===== src/rtl/irq_ctrl_pkg.sv =====
// Shared types and constants for the TW4 interrupt controller.
// The state enum, mode encoding and channel limit live here so every file uses one definition.
package tw4_irq_pkg;

  typedef enum logic {
    IDLE    = 1'b0,
    SERVICE = 1'b1
  } irq_state_t;

  localparam logic IRQ_EDGE  = 1'b0;
  localparam logic IRQ_LEVEL = 1'b1;

  localparam int MAX_CH = 16;

  // A single-channel controller still needs a 1-bit vector port.
  function automatic int vec_width(input int n_ch);
    return (n_ch > 1) ? $clog2(n_ch) : 1;
  endfunction

endpackage


===== src/rtl/irq_ctrl_if.sv =====
// CPU-facing bundle of the interrupt controller: request lines, controls, chain and status.
// master = cpu/board side, slave = the controller itself.
interface irq_ctrl_if #(
    parameter int N_CH = 4
);
    localparam int VEC_W = tw4_irq_pkg::vec_width(N_CH);

    logic [N_CH-1:0]  in;
    logic [N_CH-1:0]  ie;
    logic [N_CH-1:0]  mode;
    logic             ack;
    logic             eoi;
    logic             iei;
    logic             ieo;
    logic             irq;
    logic [VEC_W-1:0] vec;
    logic [N_CH-1:0]  pending;

    modport master (
        output in, ie, mode, ack, eoi, iei,
        input  ieo, irq, vec, pending
    );

    modport slave (
        input  in, ie, mode, ack, eoi, iei,
        output ieo, irq, vec, pending
    );

endinterface


===== src/rtl/irq_ctrl_channel.sv =====
// One interrupt channel: two-flop synchroniser, rise detector and the pending latch.
// Edge-mode pending is sticky until cleared; level-mode pending follows the synchronised line.
module irq_channel
    import tw4_irq_pkg::*;
(
    input  logic clock,
    input  logic reset,
    input  logic in,
    input  logic mode,
    input  logic clr,
    output logic pending
);

    logic s1;
    logic s2;
    logic s2_d;
    logic mode_q;
    logic rise;
    logic pending_nxt;

    // NOTE: state flops use <= so every flop samples the pre-edge value of its source.
    always_ff @(posedge clock or negedge reset) begin
        if (!reset) begin
            s1      <= 1'b0;
            s2      <= 1'b0;
            s2_d    <= 1'b0;
            mode_q  <= IRQ_EDGE;
            pending <= 1'b0;
        end else begin
            s1      <= in;
            s2      <= s1;
            s2_d    <= s2;
            mode_q  <= mode;
            pending <= pending_nxt;
        end
    end

    assign rise = s2 & ~s2_d;

    // A new rise beats a simultaneous clear so no edge event is ever lost.
    // Leaving level mode discards the level-derived bit unless a rise is present.
    always_comb begin
        // NOTE: default assignment first so no path through this block infers a latch.
        pending_nxt = pending;
        if (mode == IRQ_LEVEL) begin
            pending_nxt = s2;
        end else if (mode_q == IRQ_LEVEL) begin
            pending_nxt = rise;
        end else begin
            pending_nxt = rise | (pending & ~clr);
        end
    end

endmodule


===== src/rtl/irq_ctrl.sv =====
// Parametrised interrupt controller: per-channel latches, fixed priority (channel 0 highest),
// IDLE/SERVICE handshake with the cpu and an iei/ieo daisy chain for cascading.
module irq_ctrl
    import tw4_irq_pkg::*;
#(
    parameter int N_CH = 4
) (
    input  logic       clock,
    input  logic       reset,
    irq_ctrl_if.slave  bus
);

    localparam int VEC_W = vec_width(N_CH);

    logic [N_CH-1:0]  pending;
    logic [N_CH-1:0]  req;
    logic [N_CH-1:0]  clr;
    logic             any_req;
    logic [VEC_W-1:0] win;
    logic [VEC_W-1:0] vec_q;
    logic             irq;
    logic             ieo;
    logic             ack_take;
    irq_state_t       state;
    irq_state_t       state_nxt;

    for (genvar i = 0; i < N_CH; i++) begin : g_ch
        irq_channel u_ch (
            .clock   (clock),
            .reset   (reset),
            .in      (bus.in[i]),
            .mode    (bus.mode[i]),
            .clr     (clr[i]),
            .pending (pending[i])
        );
    end

    // Disabled channels keep latching; only the request view is masked.
    assign req     = pending & bus.ie;
    assign any_req = |req;

    // Scan downwards so the lowest requesting index is the one left standing.
    always_comb begin
        win = '0;
        for (int i = N_CH - 1; i >= 0; i--) begin
            if (req[i]) win = VEC_W'(i);
        end
    end

    always_ff @(posedge clock or negedge reset) begin
        if (!reset) state <= IDLE;
        else        state <= state_nxt;
    end

    always_comb begin
        state_nxt = state;
        unique case (state)
            IDLE:    if (ack_take) state_nxt = SERVICE;
            SERVICE: if (bus.eoi)  state_nxt = IDLE;
            default: state_nxt = IDLE;
        endcase
    end

    // While in service the controller neither requests nor lets lower controllers through.
    always_comb begin
        irq      = 1'b0;
        ieo      = 1'b0;
        ack_take = 1'b0;
        if (state == IDLE) begin
            irq      = bus.iei & any_req;
            ieo      = bus.iei & ~any_req;
            ack_take = bus.ack & irq;
        end
    end

    // Level channels are cleared by the device dropping its line, never by ack.
    always_comb begin
        clr = '0;
        for (int i = 0; i < N_CH; i++) begin
            clr[i] = ack_take && (win == VEC_W'(i)) && (bus.mode[i] == IRQ_EDGE);
        end
    end

    always_ff @(posedge clock or negedge reset) begin
        if (!reset)        vec_q <= '0;
        else if (ack_take) vec_q <= win;
    end

    assign bus.irq     = irq;
    assign bus.ieo     = ieo;
    assign bus.vec     = vec_q;
    assign bus.pending = pending;

endmodule


===== src/flat_wrapper.sv =====
// flat-port wrapper written by rule: the top's interface ports become plain ports
module irq_ctrl_flat import tw4_irq_pkg::*;
#(
    parameter int N_CH = 4
)
  (clock, reset, bus_in, bus_ie, bus_mode, bus_ack, bus_eoi, bus_iei, bus_ieo, bus_irq, bus_vec, bus_pending);
  irq_ctrl_if #(.N_CH(N_CH)) bus_i ();
  input  logic clock;
  input  logic reset;
  input wire logic [$bits(bus_i.in)-1:0] bus_in;
  input wire logic [$bits(bus_i.ie)-1:0] bus_ie;
  input wire logic [$bits(bus_i.mode)-1:0] bus_mode;
  input wire logic [$bits(bus_i.ack)-1:0] bus_ack;
  input wire logic [$bits(bus_i.eoi)-1:0] bus_eoi;
  input wire logic [$bits(bus_i.iei)-1:0] bus_iei;
  output wire logic [$bits(bus_i.ieo)-1:0] bus_ieo;
  output wire logic [$bits(bus_i.irq)-1:0] bus_irq;
  output wire logic [$bits(bus_i.vec)-1:0] bus_vec;
  output wire logic [$bits(bus_i.pending)-1:0] bus_pending;
  assign bus_i.in = bus_in;
  assign bus_i.ie = bus_ie;
  assign bus_i.mode = bus_mode;
  assign bus_i.ack = bus_ack;
  assign bus_i.eoi = bus_eoi;
  assign bus_i.iei = bus_iei;
  assign bus_ieo = bus_i.ieo;
  assign bus_irq = bus_i.irq;
  assign bus_vec = bus_i.vec;
  assign bus_pending = bus_i.pending;
  irq_ctrl #(.N_CH(N_CH)) u_core (.clock(clock), .reset(reset), .bus(bus_i));
endmodule

===== config.mk =====
export PLATFORM = sky130hd
export DESIGN_NAME = irq_ctrl_flat
export DESIGN_NICKNAME = d
export VERILOG_FILES = /design/src/rtl/irq_ctrl_pkg.sv /design/src/rtl/irq_ctrl_if.sv /design/src/rtl/irq_ctrl_channel.sv /design/src/rtl/irq_ctrl.sv /design/src/flat_wrapper.sv
export SDC_FILE = /design/constraint.sdc
export NUM_CORES = 1
export LEC_CHECK = 0
export BUFFER_PORTS_ARGS = -buffer_cell sky130_fd_sc_hd__clkbuf_2
export CAP_MARGIN = 10
export CORE_UTILIZATION = 35
export DETAILED_ROUTE_END_ITERATION = 10
export PLACE_DENSITY_LB_ADDON = 0.15
export SETUP_SLACK_MARGIN = 0.5
export SLEW_MARGIN = 5
export SYNTH_ARGS = -nofsm -noshare
export SYNTH_HDL_FRONTEND = slang
export SYNTH_SLANG_ARGS = --single-unit
export TNS_END_PERCENT = 50

===== constraint.sdc =====
create_clock -name clock -period 1.32 [get_ports clock]
set_clock_uncertainty 0.2 [all_clocks]
set_input_delay 0.264 -clock clock [delete_from_list [all_inputs] [get_ports clock]]
set_output_delay 0.264 -clock clock [all_outputs]
set_load 0.005 [all_outputs]

==> results of run 1 <==
## logic make-up (layout without fill, tap and decap cells)
kind of cell,Yosys count,count (layout)
AO/OA/AOI/OAI,14,14
buffers and inverters,7,50
flip-flops,23,23
AND/OR/NAND/NOR,21,21
## repair_timing
item,CTS,global route
hold endpoints to repair,32,32
setup endpoints to repair,15,15
setup buffers,3,4
resized for setup,5,6
pin swaps,5,7
## sequential cells by signal, summed over array words and instances, names as in the netlist
signal,count
u_core.g_ch.u_ch.s1,4
u_core.g_ch.u_ch.s2_d,4
u_core.bus.vec,2
u_core.state,1
u_core.g_ch.u_ch.s2,4
u_core.g_ch.u_ch.mode_q,4
u_core.g_ch.u_ch.pending,4
## worst paths after layout
| check | endpoint | cells after the start |
|---|---|---|
| min in group clock | u_core.g_ch[1].u_ch.s1 | 1 |
| setup reg to reg | u_core.bus.vec[0] | 6 |
| setup / recovery | bus_ieo | 4 |
| hold reg to reg | u_core.g_ch[2].u_ch.s2 | 0 |
| max in group asynchronous | u_core.bus.vec[0] | 2 |
| hold / removal | u_core.state | 2 |
## through the flow
stage | total power (W) | setup TNS [ns]
2_1_floorplan | 0.000910 | -0.0764
3_3_place_gp | 0.00103 | -0.289
3_5_place_dp | 0.00104 | -0.379
4_1_cts | 0.00139 | -1.67
5_1_grt | 0.00147 | -2.44
6_report | 0.00139 | -1.86
## layer usage
layer / track usage, % / routed length [um]
met5: 0 / 0
met1: 18.1 / 694
met2: 21.7 / 738
met3: 3.87 / 101
met4: 9.72 / 30
## worst max-delay path, stage by stage (launching register included)
cell,delay (ns)
sky130_fd_sc_hd__dfrtp_1,0.42
sky130_fd_sc_hd__a22o_4,0.26
sky130_fd_sc_hd__nor2_4,0.12
sky130_fd_sc_hd__and3_4,0.18
sky130_fd_sc_hd__buf_6,0.08
## power groups by stage
| stage | logic (W) | registers, W | clock network (W) |
|---|---|---|---|
| detailed placement | 0.000234 | 0.000804 | 0 |
| finish | 0.000284 | 0.000791 | 0.000316 |
| floorplan | 0.000104 | 0.000806 | 0 |
| global route | 0.000315 | 0.000798 | 0.000358 |
| CTS | 0.000259 | 0.000792 | 0.000337 |
| global placement | 0.000231 | 0.000803 | 0 |
## area by class of cell
class / count / area share (%)
timing repair buffer: 43 / 23.6
multi-input combinational: 35 / 22.5
sequential: 23 / 47.8
clock buffer: 3 / 1.87
inverter: 3 / 0.936
tap: 28 / 2.91
clock inverter: 1 / 0.416
## placed cells by master (no fill, tap or decap), types with 2 or more instances in the layout
cell type,n
sky130_fd_sc_hd__nor2_1,4
sky130_fd_sc_hd__a32o_1,2
sky130_fd_sc_hd__clkbuf_4,3
sky130_fd_sc_hd__dfrtp_1,23
sky130_fd_sc_hd__a21oi_1,2
sky130_fd_sc_hd__inv_1,3
sky130_fd_sc_hd__buf_4,15
sky130_fd_sc_hd__buf_6,5
sky130_fd_sc_hd__nand2_2,2
sky130_fd_sc_hd__clkbuf_2,22
sky130_fd_sc_hd__nand2b_1,3
sky130_fd_sc_hd__nand2_1,5
==> load_flow_metrics.sql, run 1 <==
INSERT INTO impl_metrics (metric_group, metric, value, unit) VALUES
('status', 'run_status', 'complete, but fails checks', ''),
('status', 'failed_checks', 'negative hold slack, negative setup slack', ''),
('cells_and_area', 'num_antenna_cells', '0', ''),
('placement', 'dp.final_hpwl', '1150', 'um'),
('cells_and_area', 'seq_area', '576', 'sq um'),
('logic_synthesis', 'synth_fa_ha_area_share', '0', '%'),
('logic_synthesis', 'mappedNetlistNets', '82', ''),
('timing', 'hold_ws', '-0.296', 'ns'),
('placement', 'routabilityCongestion', '0.731', ''),
('worst_hold_path', 'hold_path_class', 'in2async', ''),
('logic_synthesis', 'synthTopCellsByArea', 'sky130_fd_sc_hd__dfrtp_1 68%, sky130_fd_sc_hd__buf_4 3.5%, sky130_fd_sc_hd__nand2_1 3.1%, sky130_fd_sc_hd__a32o_1 2.4%, sky130_fd_sc_hd__nand2b_1 2.2%', ''),
('timing', 'max_freq', '545', 'MHz'),
('logic_synthesis', 'synth_sequential_area_ratio', '67.9', '%'),
('route', 'first_iter_violations', '3', ''),
('grt', 'grt.total_usage', '14.4', '%'),
('timing', 'timing_hold_violations_final', '32', ''),
('logic_synthesis', 'synth_enable_flop_cells', '0', ''),
('power', 'power.static_leakage', '0.587', 'nW'),
('logic_synthesis', 'synth_most_common_cell', 'sky130_fd_sc_hd__dfrtp_1', ''),
('timing', 'fin_ws', '-0.516', 'ns'),
('logic_synthesis', 'synth_cells', '65', ''),
('floorplan', 'die-height', '51.2', 'um'),
('power', 'p_seq_share', '56.9', '%'),
('critical_path', 'timing.critical_path.required', '0.86', 'ns'),
('placement', 'io_buffer_count', '24', ''),
('logic_synthesis', 'synth.area.mux_share', '0', '%'),
('clocking', 'insertion_delay', '0.30', 'ns'),
('cells_and_area', 'final_cell_area', '1200', 'sq um'),
('critical_path', 'worstPathMaxFanout', '2', ''),
('power', 'share_comb_of_total_power', '20.4', '%'),
('route', 'post-route-drc-count', '0', ''),
('placement', 'placed_cell_area', '1080', 'sq um'),
('timing', 'finalWorstPathRequiredPeriod', '1.84', 'ns'),
('power', 'power_per_standard_cell_area', '1160', 'nW/um^2'),
('logic_synthesis', 'synthesized_area_fraction_occupied_by_ao_oa_aoi_and_oai_cells', '14.3', '%'),
('critical_path', 'worst_setup_path_startpoint', 'u_core.g_ch[1].u_ch.pending', ''),
('logic_synthesis', 'synth.cells.most_frequent', '23 x sky130_fd_sc_hd__dfrtp_1, 7 x sky130_fd_sc_hd__nand2_1, 4 x sky130_fd_sc_hd__buf_4, 4 x sky130_fd_sc_hd__nor2_1', ''),
('power', 'p_switching', '0.000353', 'W'),
('placement', 'numPlacedInstances', '125', ''),
('critical_path', 'setup.reg_to_reg.worst_slack', '-0.11', 'ns'),
('floorplan', 'floorplan.die_area', '2620', 'sq um'),
('clocking', 'cts_made_buffers', '3', ''),
('timing', 'finalSetupViolations', '10', ''),
('timing', 'fin_crit_sh', '139', '%'),
('clocking', 'cts_max_path_buffers', '2', ''),
('critical_path', 'r2r_start', 'u_core.g_ch[1].u_ch.pending', ''),
('route', 'wirelength', '1570', 'um'),
('cells_and_area', 'post_route_cells_drive_above_1_share', '52.8', '%'),
('cells_and_area', 'finish.cell_count_without_fillers', '136', ''),
('route', 'first_pass_iters', '4', ''),
('clocking', 'clock_sinks', '23', ''),
('logic_synthesis', 'async_reset_ff_share', '100', '%'),
('grt', 'wire_length_of_the_first_global_routing_pass', '2640', 'um'),
('logic_synthesis', 'netlist.area_leader.share', '67.9', '%'),
('route', 'avgRoutedWirePerCell', '11.5', 'um'),
('clocking', 'clock_tree.htree_level_count', '1', ''),
('clocking', 'cts_tree', 'yes', ''),
('cells_and_area', 'n_fill_cell', '221', ''),
('power', 'internal-power', '0.00104', 'W'),
('power', 'vdd_ir_drop_max', '0.662', 'mV'),
('cells_and_area', 'area_growth', '42.1', '%'),
('critical_path', 'crit_path_end_kind', 'output pin', ''),
('placement', 'place_worst_setup_slack', '-0.181', 'ns'),
('logic_synthesis', 'yosys_most_used_dff', 'sky130_fd_sc_hd__dfrtp_1', ''),
('floorplan', 'total_i_o_pin_count', '25', ''),
('logic_synthesis', 'synthDistinctLibCells', '23', ''),
('grt', 'initial_antenna_violation_count', '0', ''),
('power', 'switching_share_of_power', '25.4', '%'),
('timing', 'slew_headroom', '81.1', '%'),
('clocking', 'path_clk_slew', '0.12', 'ns'),
('logic_synthesis', 'synth_largest_area_cell', 'sky130_fd_sc_hd__dfrtp_1', '');
Note: power is estimated with default switching activity, not from simulation.
==> run 2, diff against run 1 <==
--- a/config.mk
+++ b/config.mk
@@ -5,6 +5,7 @@
 export SDC_FILE = /design/constraint.sdc
 export NUM_CORES = 1
 export LEC_CHECK = 0
+export ABC_AREA = 1
 export BUFFER_PORTS_ARGS = -buffer_cell sky130_fd_sc_hd__clkbuf_2
 export CAP_MARGIN = 10
 export CORE_UTILIZATION = 35
==> constraint.sdc (replaced) <==
create_clock -name clock -period 1.32 [get_ports clock]
set_clock_uncertainty 0.2 [all_clocks]
set_input_delay 0.132 -clock clock [delete_from_list [all_inputs] [get_ports clock]]
set_output_delay 0.132 -clock clock [all_outputs]
set_load 0.005 [all_outputs]
==> run 2 against run 1 <==
  * Worst setup slack improved by 0.30 ns
  * Flip-flop and latch count did not move
  * Critical path type unchanged
  * Sequential power fell by 0.8%
  * Clock-buffer cell count did not move
  * First-iteration DRC count fell by 33%
  * The run still ends with negative hold slack, negative setup slack left
  * Hold slack got worse by 0.12 ns
==> load_flow_metrics.sql, run 2 <==
INSERT INTO impl_metrics (metric_group, metric, value, unit) VALUES
('cells_and_area', 'nNetsFinal', '145', ''),
('critical_path', 'worst_setup_path_start_kind', 'flop', ''),
('floorplan', 'core', '2280', 'sq um'),
('critical_path', 'worstPathMaxFanout', '3', ''),
('placement', 'routabilityCongestion', '0.771', ''),
('timing', 'hold_ws', '-0.417', 'ns'),
('critical_path', 'critPathKind', 'reg2out', ''),
('clocking', 'path_clk_slew', '0.13', 'ns'),
('critical_path', 'worst-endpoint-arrival', '1.20', 'ns'),
('timing', 'unrepaired_setup_endpoints_after_global_routing', 'true', ''),
('logic_synthesis', 'synthDistinctLibCells', '14', ''),
('grt', 'wire_length_of_the_first_global_routing_pass', '2890', 'um'),
('critical_path', 'r2r_start', 'u_core.g_ch[0].u_ch.pending', ''),
('critical_path', 'crit_slowest_cell', 'sky130_fd_sc_hd__dfrtp_1', ''),
('route', 'route.layer.met1.wl', '660', 'um'),
('floorplan', 'die-height', '51.7', 'um'),
('grt', 'grt_max_degree', '24', ''),
('critical_path', 'worst_setup_path_startpoint', 'u_core.g_ch[0].u_ch.pending', ''),
('floorplan', 'total_i_o_pin_count', '25', ''),
('logic_synthesis', 'synth_largest_area_cell', 'sky130_fd_sc_hd__dfrtp_1', ''),
('logic_synthesis', 'synth_most_common_cell', 'sky130_fd_sc_hd__dfrtp_1', ''),
('clocking', 'cts_made_buffers', '3', ''),
('timing', 'setup_total_negative_slack', '-1.15', 'ns'),
('logic_synthesis', 'synthesis.area_per_instance', '10.8', 'sq um'),
('timing', 'max_freq', '653', 'MHz'),
('cells_and_area', 'layout_commonest_cell', 'sky130_fd_sc_hd__dfrtp_1', ''),
('clocking', 'cts_root_buffer', 'sky130_fd_sc_hd__clkbuf_4', ''),
('timing', 'fin_ws', '-0.211', 'ns'),
('timing', 'slew_violations', '0', ''),
('route', 'first_iter_violations', '2', ''),
('critical_path', 'cpPeakStageDelay', '0.42', 'ns'),
('power', 'design_power_total', '0.00139', 'W'),
('route', 'avgRoutedWirePerCell', '10.4', 'um'),
('grt', 'grt.total_usage', '15.3', '%'),
('placement', 'io_buffer_count', '24', ''),
('critical_path', 'cpLargestDelayFamily', 'flip-flops', ''),
('logic_synthesis', 'synth_enable_flop_cells', '0', ''),
('floorplan', 'row_count', '17', ''),
('timing', 'slew_headroom', '62.7', '%'),
('cells_and_area', 'post_route_cells_drive_above_1_share', '44.1', '%'),
('power', 'share_comb_of_total_power', '19.6', '%'),
('run', 'timing.max_cap.violations', '0', ''),
('grt', 'grt_pass1_vias', '722', ''),
('placement', 'numPlacedInstances', '130', ''),
('timing', 'finalSetupViolations', '11', ''),
('clocking', 'cts_tree', 'yes', ''),
('grt', 'initial_antenna_violation_count', '0', ''),
('clocking', 'cts_max_path_buffers', '2', ''),
('critical_path', 'crit_chain', 'nand2_2 > nand2_4 > nor3_2 > buf_2', ''),
('logic_synthesis', 'synth_seq_cells', '23', ''),
('logic_synthesis', 'yosys_most_used_dff', 'sky130_fd_sc_hd__dfrtp_1', ''),
('worst_hold_path', 'hold_path_class', 'in2async', ''),
('status', 'failed_checks', 'negative hold slack, negative setup slack', ''),
('logic_synthesis', 'synth_cells', '80', ''),
('critical_path', 'crit_path_end_kind', 'output pin', ''),
('power', 'vdd_ir_drop_max', '0.731', 'mV'),
('power', 'p_switching', '0.000365', 'W'),
('cells_and_area', 'post-route-util', '55.0', '%'),
('logic_synthesis', 'mappedNetlistNets', '97', ''),
('logic_synthesis', 'netlist.area_leader.share', '66.7', '%'),
('floorplan', 'floorplan.die_area', '2670', 'sq um'),
('cells_and_area', 'area_growth', '44.9', '%'),
('route', 'post-route-drc-count', '0', ''),
('critical_path', 'timing.critical_path.required', '0.99', 'ns'),
('timing', 'timing_hold_violations_final', '25', ''),
('route', 'met2_wirelength', '873', 'um'),
('cells_and_area', 'n_fill_cell', '209', ''),
('grt', 'grt-ovfl-total', '0', ''),
('logic_synthesis', 'synthTopCellsByArea', 'sky130_fd_sc_hd__dfrtp_1 67%, sky130_fd_sc_hd__nand2_1 6.5%, sky130_fd_sc_hd__inv_1 5.7%, sky130_fd_sc_hd__o21ai_0 4.6%, sky130_fd_sc_hd__buf_4 3.5%', ''),
('route', 'wirelength', '1620', 'um'),
('power', 'power.static_leakage', '0.652', 'nW'),
('placement', 'dp.final_hpwl', '1070', 'um'),
('floorplan', 'initial_utilization', '37.9', '%'),
('clocking', 'clock_tree.htree_level_count', '1', ''),
('clocking', 'insertion_delay', '0.31', 'ns'),
('route', 'met3RoutedLength', '72', 'um'),
('cells_and_area', 'most_frequent_cells_in_the_layout', '23 x sky130_fd_sc_hd__dfrtp_1, 22 x sky130_fd_sc_hd__clkbuf_2, 12 x sky130_fd_sc_hd__buf_4', ''),
('route', 'routed.top_layer', 'met4', ''),
('clocking', 'hold_buffers', '9', ''),
('route', 'drt.antenna.violating_nets', '0', ''),
('logic_synthesis', 'synthesis.yosys.warnings', '0', ''),
('power', 'internal-power', '0.00102', 'W'),
('power', 'switching_share_of_power', '26.3', '%'),
('status', 'run_status', 'complete, but fails checks', ''),
('floorplan', 'die_width', '51.7', 'um'),
('cells_and_area', 'finish.cell_count_without_fillers', '155', ''),
('logic_synthesis', 'synth_sequential_area_ratio', '66.7', '%'),
('logic_synthesis', 'synth.cells.most_frequent', '23 x sky130_fd_sc_hd__dfrtp_1, 15 x sky130_fd_sc_hd__nand2_1, 13 x sky130_fd_sc_hd__inv_1', ''),
('power', 'p_clk_share', '23.8', '%'),
('power', 'power_per_standard_cell_area', '1110', 'nW/um^2'),
('cells_and_area', 'seq_area', '576', 'sq um'),
('logic_synthesis', 'async_reset_ff_share', '100', '%'),
('route', 'first_pass_iters', '3', ''),
('timing', 'fin_crit_sh', '116', '%'),
('timing', 'worst_slew_pin_slew', '0.560', 'ns'),
('timing', 'finalWorstPathRequiredPeriod', '1.53', 'ns'),
('clocking', 'clock_sinks', '23', ''),
('route', 'via_per_inst', '4.30', ''),
('cells_and_area', 'multi_input_comb_area', '239', 'sq um'),
('logic_synthesis', 'mapped_cell_area', '863', 'sq um'),
('critical_path', 'critPathBufInv', '1', ''),
('cells_and_area', 'num_antenna_cells', '0', ''),
('power', 'p_seq_share', '56.6', '%'),
('route', 'via_count', '666', '');
==> run 2: cell count changes after synthesis, moves of 2 or more <==
cell                       change
sky130_fd_sc_hd__a21oi_1       -3
sky130_fd_sc_hd__nand2_2       +4
sky130_fd_sc_hd__nand2_1       +8
sky130_fd_sc_hd__inv_1        +10
sky130_fd_sc_hd__nand2b_1      -3
sky130_fd_sc_hd__o21ai_0       +7
sky130_fd_sc_hd__a32o_1        -2
==> run 2: final cells by class <==
type	instances	share of cell area (%)
Sequential cell	23	46.0
Timing Repair Buffer	47	25.8
Multi-Input combinational cell	40	19.1
Inverter	13	3.90
Tap cell	28	2.80
Clock buffer	3	1.80
Clock inverter	1	0.600
==> run 2: path summary, 6_finish.rpt <==
path / cells past startpoint / slack (ns) / to
max in group asynchronous: 1 / 0.97 / u_core.g_ch[2].u_ch.s1
min reg2reg: 0 / 0.16 / u_core.g_ch[3].u_ch.s2
max: 4 / -0.21 / bus_ieo
min in group clock: 4 / 0 / u_core.bus.vec[0]
min: 1 / -0.42 / u_core.bus.vec[1]
max reg2reg: 8 / -0.13 / u_core.g_ch[1].u_ch.pending
==> run 2: per-stage QoR <==
stage | setup WS [ns] | hold WS, ns | instance area, sq um
2_1_floorplan | 0.112 | -0.364 | 873
3_3_place_gp | -0.0216 | -0.0510 | 1010
3_5_place_dp | -0.0382 | -0.0459 | 1010
4_1_cts | -0.216 | -0.413 | 1220
5_1_grt | -0.269 | -0.401 | 1250
6_report | -0.211 | -0.417 | 1250
==> run 2: power by group through the flow <==
stage / clock [W] / combinational [W] / sequential [W]
2_1_floorplan: 0 / 0.000104 / 0.000797
3_3_place_gp: 0 / 0.000189 / 0.000797
3_5_place_dp: 0 / 0.000190 / 0.000800
4_1_cts: 0.000357 / 0.000258 / 0.000786
5_1_grt: 0.000386 / 0.000304 / 0.000793
6_report: 0.000330 / 0.000272 / 0.000785
==> run 2: timing repair <==
action | CTS | global route
gates resized for setup | 8 | 6
setup endpoints to repair | 15 | 15
endpoints found under the hold margin | 37 | 23
cloned | 0 | 0
pin swaps | 11 | 11
buffers inserted | 9 | 3
==> run 2: cells by family (layout without fill, tap and decap cells) <==
group           after synthesis  count (layout)  share of synthesized area (%)
compound gates               10              10                           6.52
buf+inv                      17              64                           9.13
flops                        23              23                           66.7
simple gates                 30              30                           17.7
==> run 2: routing by layer <==
| metal | global-route usage [%] | vias to the layer above |
|---|---|---|
| met5 | 0 | - |
| met4 | 7.66 | 0 |
| met3 | 5.56 | 2 |
| met2 | 27.5 | 17 |
| met1 | 15.3 | 307 |
| li1 | - | 340 |
==> run 3, diff against run 2 <==
--- a/config.mk
+++ b/config.mk
@@ -10,7 +10,8 @@
 export CAP_MARGIN = 10
 export CORE_UTILIZATION = 35
 export DETAILED_ROUTE_END_ITERATION = 10
-export PLACE_DENSITY_LB_ADDON = 0.15
+export MAX_ROUTING_LAYER = met4
+export PLACE_DENSITY = 0.71
 export SETUP_SLACK_MARGIN = 0.5
 export SLEW_MARGIN = 5
 export SYNTH_ARGS = -nofsm -noshare
==> run 3 against run 2 <==
  * The flow still finishes with violations (negative hold slack, negative setup slack)
  * Flip-flop and latch count unchanged
  * Global-route usage down 0.58 points
  * Via count up 3.9%
  * Maximum frequency up 1.6%
  * Register-to-register slack worse by 0.05 ns
  * Largest cell class unchanged
==> load_flow_metrics.sql, run 3 (same netlist as run 2, synthesis figures left out) <==
INSERT INTO impl_metrics (metric_group, metric, value, unit) VALUES
('critical_path', 'worst_setup_path_start_kind', 'flop', ''),
('placement', 'io_buffer_count', '24', ''),
('power', 'power.static_leakage', '0.657', 'nW'),
('timing', 'slew_headroom', '62.7', '%'),
('clocking', 'cts_made_buffers', '3', ''),
('floorplan', 'row_count', '17', ''),
('clocking', 'cts_root_buffer', 'sky130_fd_sc_hd__clkbuf_4', ''),
('route', 'wirelength', '1730', 'um'),
('grt', 'initial_antenna_violation_count', '0', ''),
('clocking', 'cts_tree', 'yes', ''),
('timing', 'unrepaired_setup_endpoints_after_global_routing', 'true', ''),
('route', 'via_count', '692', ''),
('run', 'timing.max_cap.violations', '0', ''),
('critical_path', 'reg2reg_path_depth', '8', ''),
('critical_path', 'crit_path_end_kind', 'output pin', ''),
('route', 'first_iter_violations', '5', ''),
('floorplan', 'floorplan.die_area', '2670', 'sq um'),
('power', 'vdd_ir_drop_max', '0.951', 'mV'),
('route', 'first_pass_iters', '4', ''),
('placement', 'numPlacedInstances', '132', ''),
('timing', 'worst_slew_pin_slew', '0.560', 'ns'),
('grt', 'grt_pass1_vias', '666', ''),
('cells_and_area', 'n_fill_cell', '201', ''),
('timing', 'fin_ws', '-0.187', 'ns'),
('timing', 'hold_ws', '-0.422', 'ns'),
('critical_path', 'r2r_start', 'u_core.g_ch[1].u_ch.pending', ''),
('critical_path', 'setup.reg_to_reg.worst_slack', '-0.18', 'ns'),
('critical_path', 'worst-endpoint-arrival', '1.17', 'ns'),
('grt', 'grt_use_met1', '17.3', '%'),
('cells_and_area', 'most_frequent_cells_in_the_layout', '23 x sky130_fd_sc_hd__clkbuf_2, 23 x sky130_fd_sc_hd__dfrtp_1, 12 x sky130_fd_sc_hd__inv_1, 12 x sky130_fd_sc_hd__nand2_1, 10 x sky130_fd_sc_hd__buf_4', ''),
('route', 'via_per_inst', '4.49', ''),
('cells_and_area', 'nNetsFinal', '144', ''),
('clocking', 'cts_max_path_buffers', '2', ''),
('clocking', 'hold_buffers', '8', ''),
('placement', 'place_worst_setup_slack', '-0.0124', 'ns'),
('grt', 'global_route.usage.met2', '22.9', '%'),
('grt', 'grt_max_degree', '24', ''),
('timing', 'timing_hold_violations_final', '25', ''),
('critical_path', 'worst_setup_path_startpoint', 'u_core.g_ch[3].u_ch.pending', ''),
('route', 'avgRoutedWirePerCell', '11.2', 'um'),
('grt', 'globalRouteMet3Util', '4.39', '%'),
('placement', 'dp.final_hpwl', '1110', 'um'),
('cells_and_area', 'finish.cell_count_without_fillers', '154', ''),
('clocking', 'insertion_delay', '0.31', 'ns'),
('timing', 'slew_violations', '0', ''),
('floorplan', 'die_width', '51.7', 'um'),
('timing', 'max_freq', '664', 'MHz'),
('cells_and_area', 'post-route-util', '55.1', '%'),
('placement', 'routabilityCongestion', '0.876', ''),
('timing', 'finalSetupViolations', '12', ''),
('cells_and_area', 'area_growth', '45.4', '%'),
('grt', 'global_route.peak_usage_layer', 'met2', ''),
('critical_path', 'timing.rr.end', 'u_core.bus.vec[0]', ''),
('grt', 'grt-ovfl-total', '0', ''),
('timing', 'setup_total_negative_slack', '-1.43', 'ns'),
('timing', 'fin_crit_sh', '114', '%'),
('critical_path', 'crit_path_end', 'bus_irq', ''),
('floorplan', 'die-height', '51.7', 'um'),
('status', 'failed_checks', 'negative hold slack, negative setup slack', ''),
('floorplan', 'initial_utilization', '37.9', '%'),
('grt', 'grt.total_usage', '14.7', '%'),
('grt', 'wire_length_of_the_first_global_routing_pass', '2730', 'um'),
('route', 'drt.antenna.violating_nets', '0', ''),
('cells_and_area', 'post_route_cells_drive_above_1_share', '43.7', '%'),
('critical_path', 'critPathKind', 'reg2out', ''),
('floorplan', 'core', '2280', 'sq um'),
('clocking', 'clock_tree.htree_level_count', '1', ''),
('power', 'power_per_standard_cell_area', '1120', 'nW/um^2'),
('route', 'post-route-drc-count', '0', ''),
('cells_and_area', 'num_antenna_cells', '0', ''),
('clocking', 'clock_sinks', '23', ''),
('floorplan', 'total_i_o_pin_count', '25', ''),
('worst_hold_path', 'hold_path_class', 'in2async', ''),
('critical_path', 'timing.critical_path.required', '0.99', 'ns'),
('clocking', 'path_clk_slew', '0.13', 'ns'),
('status', 'run_status', 'complete, but fails checks', ''),
('critical_path', 'worstPathMaxFanout', '3', ''),
('timing', 'finalWorstPathRequiredPeriod', '1.51', 'ns');
[run 3: cell types whose count changed in the layout (fill, tap and decap cells not counted), sizes merged]
cell,change
clkbuf,+1
dlygate4sd3,-1
buf,-1
[run 3: worst max-delay path: stages (launching register included)]
cell	delay (ns)
sky130_fd_sc_hd__dfrtp_1	0.41
sky130_fd_sc_hd__nand2_2	0.11
sky130_fd_sc_hd__nand2_4	0.08
sky130_fd_sc_hd__nor2_4	0.12
sky130_fd_sc_hd__nor2_1	0.05
sky130_fd_sc_hd__clkbuf_2	0.10
[run 3: worst min path at each step]
| stage | start | to | slack (ns) |
|---|---|---|---|
| global placement | reset | u_core.g_ch[1].u_ch.s1 | -0.06 |
| floorplan | reset | u_core.bus.vec[0] | -0.36 |
| detailed placement | reset | u_core.g_ch[3].u_ch.s1 | -0.05 |
| finish | reset | u_core.g_ch[1].u_ch.s1 | -0.42 |
| global route | reset | u_core.g_ch[1].u_ch.s2 | -0.40 |
| CTS | reset | u_core.g_ch[3].u_ch.s1 | -0.42 |
[run 3: timing repair]
item,4_1_cts,5_1_grt
endpoints found under the hold margin,37,25
endpoints found under the setup margin,15,15
resized for setup,9,6
pin swaps,8,4
setup buffers,5,5
[run 3: final cells by class]
type,count,area (sq um),area share (%)
clock inverter,1,7.51,0.598
timing repair buffer,46,320,25.5
inverter,13,48.8,3.89
multi-input combinational,40,245,19.5
tap,28,35.0,2.79
sequential,23,576,45.9
clock buffer,3,22.5,1.79
[run 3: report_power, final]
part | switching [W] | internal (W) | leakage, nW
Sequential | 0.0000252 | 0.000760 | 0.273
Combinational | 0.000136 | 0.000151 | 0.370
Clock | 0.000215 | 0.000116 | 0.0139
[run 3: through the flow]
stage | cell area [sq um] | total power (W)
detailed placement | 1030 | 0.000997
CTS | 1200 | 0.00139
global route | 1250 | 0.00148
floorplan | 873 | 0.000901
finish | 1250 | 0.00140
global placement | 1030 | 0.000987
[run 3: layer usage]
| layer | up-vias | wire length, um |
|---|---|---|
| li1 | 334 | - |
| met2 | 24 | 845 |
| met4 | 0 | 41 |
| met1 | 328 | 751 |
| met3 | 6 | 91 |
| met5 | - | 0 |
